$ cat config.mk
export PLATFORM = sky130hd
export DESIGN_NAME = f_pc_seq_flat
export DESIGN_NICKNAME = d
export VERILOG_FILES = /design/src/rtl/f_pc_seq_if.sv /design/src/rtl/f_pc_seq.sv /design/src/flat_wrapper.sv
export SDC_FILE = /design/constraint.sdc
export NUM_CORES = 1
export LEC_CHECK = 0
export ABC_AREA = 1
export CAP_MARGIN = 10
export CORE_MARGIN = 1
export CORE_UTILIZATION = 45
export DETAILED_ROUTE_END_ITERATION = 10
export PLACE_DENSITY_LB_ADDON = 0.25
export REMOVE_ABC_BUFFERS = 1
export SETUP_SLACK_MARGIN = 0.2
export SLEW_MARGIN = 20
export SYNTH_ARGS = -nofsm -noshare
export SYNTH_HDL_FRONTEND = slang
export SYNTH_SLANG_ARGS = --single-unit
$ cat constraint.sdc
create_clock -name CLK -period 1.8 [get_ports CLK]
set_input_delay 0.36 -clock CLK [delete_from_list [all_inputs] [get_ports CLK]]
set_output_delay 0.36 -clock CLK [all_outputs]
set_load 0.02 [all_outputs]
$ cat src/rtl/f_pc_seq_if.sv
// f_pc_seq_if: redirect/PC-control bundle between the F-stage sequencer and its neighbours
interface f_pc_seq_if;
  logic [31:0] F_PC;
  logic        stall;
  logic        br_valid;
  logic [31:0] br_target;
  logic        exc_req;
  logic        eret_req;
  logic [31:0] epc;
  logic [31:0] NPC;
  logic        PC_WE;
  logic        Req;
  logic        flush_fd;
  logic        busy;
  logic        pend_valid;
  modport master (
    output F_PC, stall, br_valid, br_target, exc_req, eret_req, epc,
    input  NPC, PC_WE, Req, flush_fd, busy, pend_valid
  );
  modport slave (
    input  F_PC, stall, br_valid, br_target, exc_req, eret_req, epc,
    output NPC, PC_WE, Req, flush_fd, busy, pend_valid
  );
endinterface

$ cat src/rtl/f_pc_seq.sv
// f_pc_seq: next-PC selection with exception hold and stalled-branch buffering
module f_pc_seq #(
  parameter logic [31:0] EXC_PC   = 32'h0000_4180,
  parameter logic [3:0]  EXC_HOLD = 4'd2
) (
  input logic        CLK,
  input logic        RESET,
  f_pc_seq_if.slave  bus
);
  typedef enum logic {RUN, HOLD} state_t;
  state_t      state;
  logic [3:0]  cnt;
  logic        pend_valid;
  logic [31:0] pend_target;
  logic [31:0] seq_pc, npc;
  logic        we, req, flush;
  assign seq_pc = bus.F_PC + 32'd4;
  // next-PC source select; everything is quiet while reset is held
  always_comb begin
    npc = seq_pc;
    we = 1'b0;
    req = 1'b0;
    flush = 1'b0;
    if (!RESET) begin
      npc = seq_pc;
    end else if (state == HOLD) begin
      flush = 1'b1;
      req = bus.exc_req;
      we = bus.exc_req;
      npc = bus.exc_req ? EXC_PC : seq_pc;
    end else if (bus.exc_req) begin
      req = 1'b1;
      we = 1'b1;
      flush = 1'b1;
      npc = EXC_PC;
    end else if (bus.eret_req) begin
      we = 1'b1;
      flush = 1'b1;
      npc = bus.epc;
    end else if (!bus.stall) begin
      we = 1'b1;
      npc = pend_valid ? pend_target : bus.br_valid ? bus.br_target : seq_pc;
    end
  end
  assign bus.NPC = npc;
  assign bus.PC_WE = we;
  assign bus.Req = req;
  assign bus.flush_fd = flush;
  assign bus.busy = (state == HOLD);
  assign bus.pend_valid = pend_valid;
  // hold FSM and pending-redirect buffer; the oldest stalled branch wins
  always_ff @(posedge CLK or negedge RESET) begin
    if (!RESET) begin
      state <= RUN;
      cnt <= 4'd0;
      pend_valid <= 1'b0;
      pend_target <= 32'd0;
    end else if (bus.exc_req) begin
      state <= HOLD;
      cnt <= EXC_HOLD;
      pend_valid <= 1'b0;
    end else if (state == HOLD) begin
      state <= (cnt == 4'd1) ? RUN : HOLD;
      cnt <= cnt - 4'd1;
    end else if (bus.eret_req) begin
      pend_valid <= 1'b0;
    end else if (bus.stall) begin
      if (bus.br_valid && !pend_valid) begin
        pend_valid <= 1'b1;
        pend_target <= bus.br_target;
      end
    end else begin
      pend_valid <= 1'b0;
    end
  end
endmodule

$ cat src/flat_wrapper.sv
// flat-port wrapper written by rule: the top's interface ports become plain ports
module f_pc_seq_flat 
#(
  parameter logic [31:0] EXC_PC   = 32'h0000_4180,
  parameter logic [3:0]  EXC_HOLD = 4'd2
)
  (CLK, RESET, bus_F_PC, bus_stall, bus_br_valid, bus_br_target, bus_exc_req, bus_eret_req, bus_epc, bus_NPC, bus_PC_WE, bus_Req, bus_flush_fd, bus_busy, bus_pend_valid);
  f_pc_seq_if bus_i ();
  input logic CLK;
  input logic RESET;
  input wire logic [$bits(bus_i.F_PC)-1:0] bus_F_PC;
  input wire logic [$bits(bus_i.stall)-1:0] bus_stall;
  input wire logic [$bits(bus_i.br_valid)-1:0] bus_br_valid;
  input wire logic [$bits(bus_i.br_target)-1:0] bus_br_target;
  input wire logic [$bits(bus_i.exc_req)-1:0] bus_exc_req;
  input wire logic [$bits(bus_i.eret_req)-1:0] bus_eret_req;
  input wire logic [$bits(bus_i.epc)-1:0] bus_epc;
  output wire logic [$bits(bus_i.NPC)-1:0] bus_NPC;
  output wire logic [$bits(bus_i.PC_WE)-1:0] bus_PC_WE;
  output wire logic [$bits(bus_i.Req)-1:0] bus_Req;
  output wire logic [$bits(bus_i.flush_fd)-1:0] bus_flush_fd;
  output wire logic [$bits(bus_i.busy)-1:0] bus_busy;
  output wire logic [$bits(bus_i.pend_valid)-1:0] bus_pend_valid;
  assign bus_i.F_PC = bus_F_PC;
  assign bus_i.stall = bus_stall;
  assign bus_i.br_valid = bus_br_valid;
  assign bus_i.br_target = bus_br_target;
  assign bus_i.exc_req = bus_exc_req;
  assign bus_i.eret_req = bus_eret_req;
  assign bus_i.epc = bus_epc;
  assign bus_NPC = bus_i.NPC;
  assign bus_PC_WE = bus_i.PC_WE;
  assign bus_Req = bus_i.Req;
  assign bus_flush_fd = bus_i.flush_fd;
  assign bus_busy = bus_i.busy;
  assign bus_pend_valid = bus_i.pend_valid;
  f_pc_seq #(.EXC_PC(EXC_PC), .EXC_HOLD(EXC_HOLD)) u_core (.CLK(CLK), .RESET(RESET), .bus(bus_i));
endmodule
==> impl_metrics.yaml, run 1 <==
die:
  rows: 32
  die_w_um: 92.26
  start_util_pct: 46.96
  die_h_um: 92.26
  pin_count: 139
placed_design:
  place_area_um2: 5802
  hpwlAfterDp_um: 11060
  dp_cells: 906
  io_buffers: 138
  place.gp.congestion: 0.9321
synth:
  netlist_top_cells_count: "nand2_1 (239), nor2_1 (44), o21ai_0 (42)"
  ys_ff_latch: 38
  synth.cell_area_um2: 3666
  yosys.area.top_type: "dfrtp_1"
  synth_edf_count: 0
  avgSynthCellArea_um2: 6.224
  synthDistinctLibCells: 44
  ys_seq_area_share_pct: 25.94
  synth-async-reset-ratio_pct: 100.0
  synth_cells: 589
  ys.flop_type: "dfrtp_1"
  synth.most_common_cell: "nand2_1"
  yosysTopAreaCellShare_pct: 25.94
  ys.warnings.count: 0
  post_synth_main_area_contributors: "dfrtp_1 (26%), nand2_1 (24%), o21ai_0 (5.7%)"
clocking:
  clkSinkCount: 38
  ctsHoldBuffers: 0
  numCtsBuffers: 5
  htreeDepth: 2
  root_buffer: "clkbuf_8"
  clk_path_buf_depth: 2
sta:
  grt-worst-endpoint: "bus_NPC[29]"
  worst-ep-kind: "primary output"
global_route:
  grt_usage_pct: 100.2
  grt-ovfl-total: 802
  grt_max_degree: 40
status:
  status: "stopped before the end"
  error_line: "[ERROR GRT-0232] Routing congestion too high. Check the congestion heatmap in the GUI."
  haltStage: "global routing (5_1_grt)"
-- through the flow --
stage               hold WS (ns)  setup slack (ns)  util, %
floorplan                0.06441           -0.6696        -
global placement          0.4615            -1.120    74.31
detailed placement        0.4648            -1.147    74.31
CTS                       0.2046           -0.4294    88.14
-- cell families after synthesis --
kind of cell,after synthesis,share of synthesized area (%)
buf+inv,69,9.693
fa+ha+maj,3,1.024
simple gates,341,39.97
compound gates,116,18.12
flops,38,25.94
xor+xnor,22,5.256
-- repair_timing --
item	CTS
gates cloned	11
setup buffers	32
setup endpoints to repair	70
pin swaps	38
resized for setup	427
-- metal layers --
| layer | GRT usage, % | overflow |
|---|---|---|
| met2 | 135.4 | 597 |
| met5 | 19.23 | 0 |
| met4 | 115.1 | 179 |
| met1 | 90.29 | 19 |
| met3 | 70.07 | 7 |
==> inputs of run 2 (changes only) <==
--- a/config.mk
+++ b/config.mk
@@ -8,11 +8,10 @@
 export ABC_AREA = 1
 export CAP_MARGIN = 10
 export CORE_MARGIN = 1
-export CORE_UTILIZATION = 45
+export CORE_UTILIZATION = 40
 export DETAILED_ROUTE_END_ITERATION = 10
-export PLACE_DENSITY_LB_ADDON = 0.25
+export PLACE_DENSITY_LB_ADDON = 0.15
 export REMOVE_ABC_BUFFERS = 1
-export SETUP_SLACK_MARGIN = 0.2
 export SLEW_MARGIN = 20
 export SYNTH_ARGS = -nofsm -noshare
 export SYNTH_HDL_FRONTEND = slang
==> run 2 against run 1 <==
The flow now finishes, with violations (DRC, setup timing). Synthesized cell count did not move. Area after synthesis did not move.
==> impl_metrics.yaml, run 2 <==
status:
  status: "finished with violations"
  failed_checks: "DRC, setup timing"
synth:
  ys.warnings.count: 0
  ys_seq_area_share_pct: 25.94
  synth_cells: 589
  yosysTopAreaCellShare_pct: 25.94
  ys.flop_type: "dfrtp_1"
  synth-async-reset-ratio_pct: 100.0
  synth_edf_count: 0
  yosys.area.top_type: "dfrtp_1"
  ys_ff_latch: 38
  synthDistinctLibCells: 44
  synth.most_common_cell: "nand2_1"
  netlist_top_cells_count: "nand2_1 (239), nor2_1 (44), o21ai_0 (42)"
  post_synth_main_area_contributors: "dfrtp_1 (26%), nand2_1 (24%), o21ai_0 (5.7%)"
  synth.cell_area_um2: 3666
  avgSynthCellArea_um2: 6.224
route:
  vias: 5003
  wl_per_cell_um: 16.67
  drc: 20
  dr.pass1.iters: 8
  routed_wl_um: 15770
  drt_iter0_markers: 276
  final_antenna_net_count: 0
  vias_per_cell: 5.289
global_route:
  grt_pass1_vias: 5159
  antenna_found_initial: 0
  grt_max_degree: 40
  grt_usage_pct: 32.94
  grt_pass1_wl_um: 24940
  grt-ovfl-total: 0
setup_path:
  crit_fanout: 5
  cp-startpoint: "u_core.bus.busy"
  reg2reg_from: "u_core.bus.busy"
  crit_type: "reg -> out"
  start_kind: "register"
  crit_path_end_kind: "output port"
  critical_path_required_ns: 1.44
  cp.arrival_ns: 1.85
power_and_ir_drop:
  power_frac_clock_pct: 20.1
  power.density_nw_per_um2: 565.6
  p_int_mw: 2.476
  p_sw_mw: 1.462
  seqPwrFrac_pct: 29.7
  comb_power_share_pct: 50.1
  p_leak_nw: 3.286
  p_sw_share_pct: 37.12
  power_mw: 3.938
  ir_drop_mv: 0.5336
die:
  die_h_um: 97.74
  rows: 34
  dieArea_um2: 9552
  start_util_pct: 41.63
  pin_count: 139
  core_area_um2: 8806
  die_w_um: 97.74
job:
  drv_cap: 0
placed_design:
  dp_slack_ns: -1.211
  hpwlAfterDp_um: 11160
  io_buffers: 138
  place.gp.congestion: 0.9874
  dp_cells: 918
sta:
  fin_tns_setup_ns: -11.47
  holdWs_ns: 0.1065
  rsz0062_at_grt: "yes"
  period_share_pct: 122.8
  finClkSkew_ns: 0.01253
  slew_headroom_pct: 80.90
  finalHoldViolCount: 0
  slew_viol_final: 0
  max_freq_mhz: 452.4
  finalCriticalPeriod_ns: 2.210
  fin_ws_ns: -0.4103
  setup_violations: 33
  worstMarginPinSlew_ns: 0.2845
final_layout:
  syn_to_final_growth_pct: 89.93
  largest_register_ff_count: 32
  top_regs: "u_core.pend_target x32, u_core.cnt x4"
  nets: 943
  final_common_cell: "nand2_1"
  layout-drive-gt1-share_pct: 39.38
  antennaDiodeCount: 0
  final_cells: 946
  fillCellCount: 633
  top_register: "u_core.pend_target"
  final_cell_mix: "nand2_1 (214), buf_4 (105), clkdlybuf4s50_1 (68)"
min_path:
  min_path_type: "in -> async"
clocking:
  cts_tree: "built"
  clk_latency_ns: 0.30
  clkSinkCount: 38
  clk_path_buf_depth: 2
  ctsHoldBuffers: 0
  root_buffer: "clkbuf_8"
  htreeDepth: 2
  numCtsBuffers: 5
  clkTransAtPathRegs_ns: 0.09
run 2: cell counts after synthesis:
Identical to the previous run, type by type.
run 2: repair_timing:
| action | 4_1_cts | 5_1_grt |
|---|---|---|
| cloned | 3 | 2 |
| setup buffers | 13 | 5 |
| resized for setup | 424 | 59 |
| pin swaps | 57 | 35 |
| setup endpoints to repair | 68 | 64 |
| hold endpoints to repair | 0 | 0 |
run 2: final cells by class:
cell class	instances	area, um^2	area share [%]
inverters	43	181.4	2.606
clock buffers	6	82.58	1.186
clock inverters	1	30.03	0.4313
repair buffers	268	2639	37.90
flip-flops and latches	38	952.2	13.67
well taps	108	135.1	1.941
multi-input cells	482	2943	42.26
run 2: worst max-delay path: stages, from the launching register on:
cell and delay (ns):
dfrtp_1 0.39, inv_2 0.08, nand2_4 0.06, nor2_4 0.09, buf_12 0.14, buf_8 0.12
buf_6 0.09, o21ai_1 0.05, o31ai_1 0.30, buf_2 0.22
run 2: kinds of logic (layout without fill, tap and decap cells):
kind of cell | after synthesis | after routing | share of synthesized area (%)
AOI/OAI and AO/OA | 116 | 116 | 18.12
and+or+nand+nor | 341 | 341 | 39.97
DFF | 38 | 38 | 25.94
adders and majority gates | 3 | 3 | 1.024
xor gates and xnor gates | 22 | 22 | 5.256
buffers and inverters | 69 | 318 | 9.693
run 2: power groups by stage:
stage                     logic [mW]  registers [mW]  clock network, mW
final                           1.97            1.17              0.792
after global routing            2.12            1.19              0.831
after CTS                       1.86            1.17              0.796
after detailed placement        1.60            1.17                  0
after global placement          1.58            1.15                  0
after floorplan                0.710            1.16                  0
run 2: metrics by stage:
stage	area, um^2	util (%)
after CTS	6733	76.46
final	6963	79.07
after global routing	6963	79.07
after floorplan	3475	-
after detailed placement	5917	67.19
after global placement	5917	67.19
run 2: worst paths after layout:
kind | slack (ns) | cells past startpoint | to
max | -0.41 | 9 | bus_NPC[3]
min | 0.11 | 2 | u_core.pend_target[16]
max reg2reg | 0.19 | 11 | u_core.pend_target[21]
min reg2reg | 0.49 | 2 | u_core.pend_target[24]
max in group asynchronous | 1.52 | 2 | u_core.pend_target[30]
min in group CLK | 0.49 | 2 | u_core.pend_target[24]
run 2: metal layers:
metal	vias up	part of all wire (%)	global-route usage (%)
li1	2426	-	-
met1	2317	43	41.28
met2	221	48	56.79
met3	39	6.5	4.295
met4	0	2.8	14.45
met5	-	0	0
Note: power is estimated with default switching activity, not from simulation.
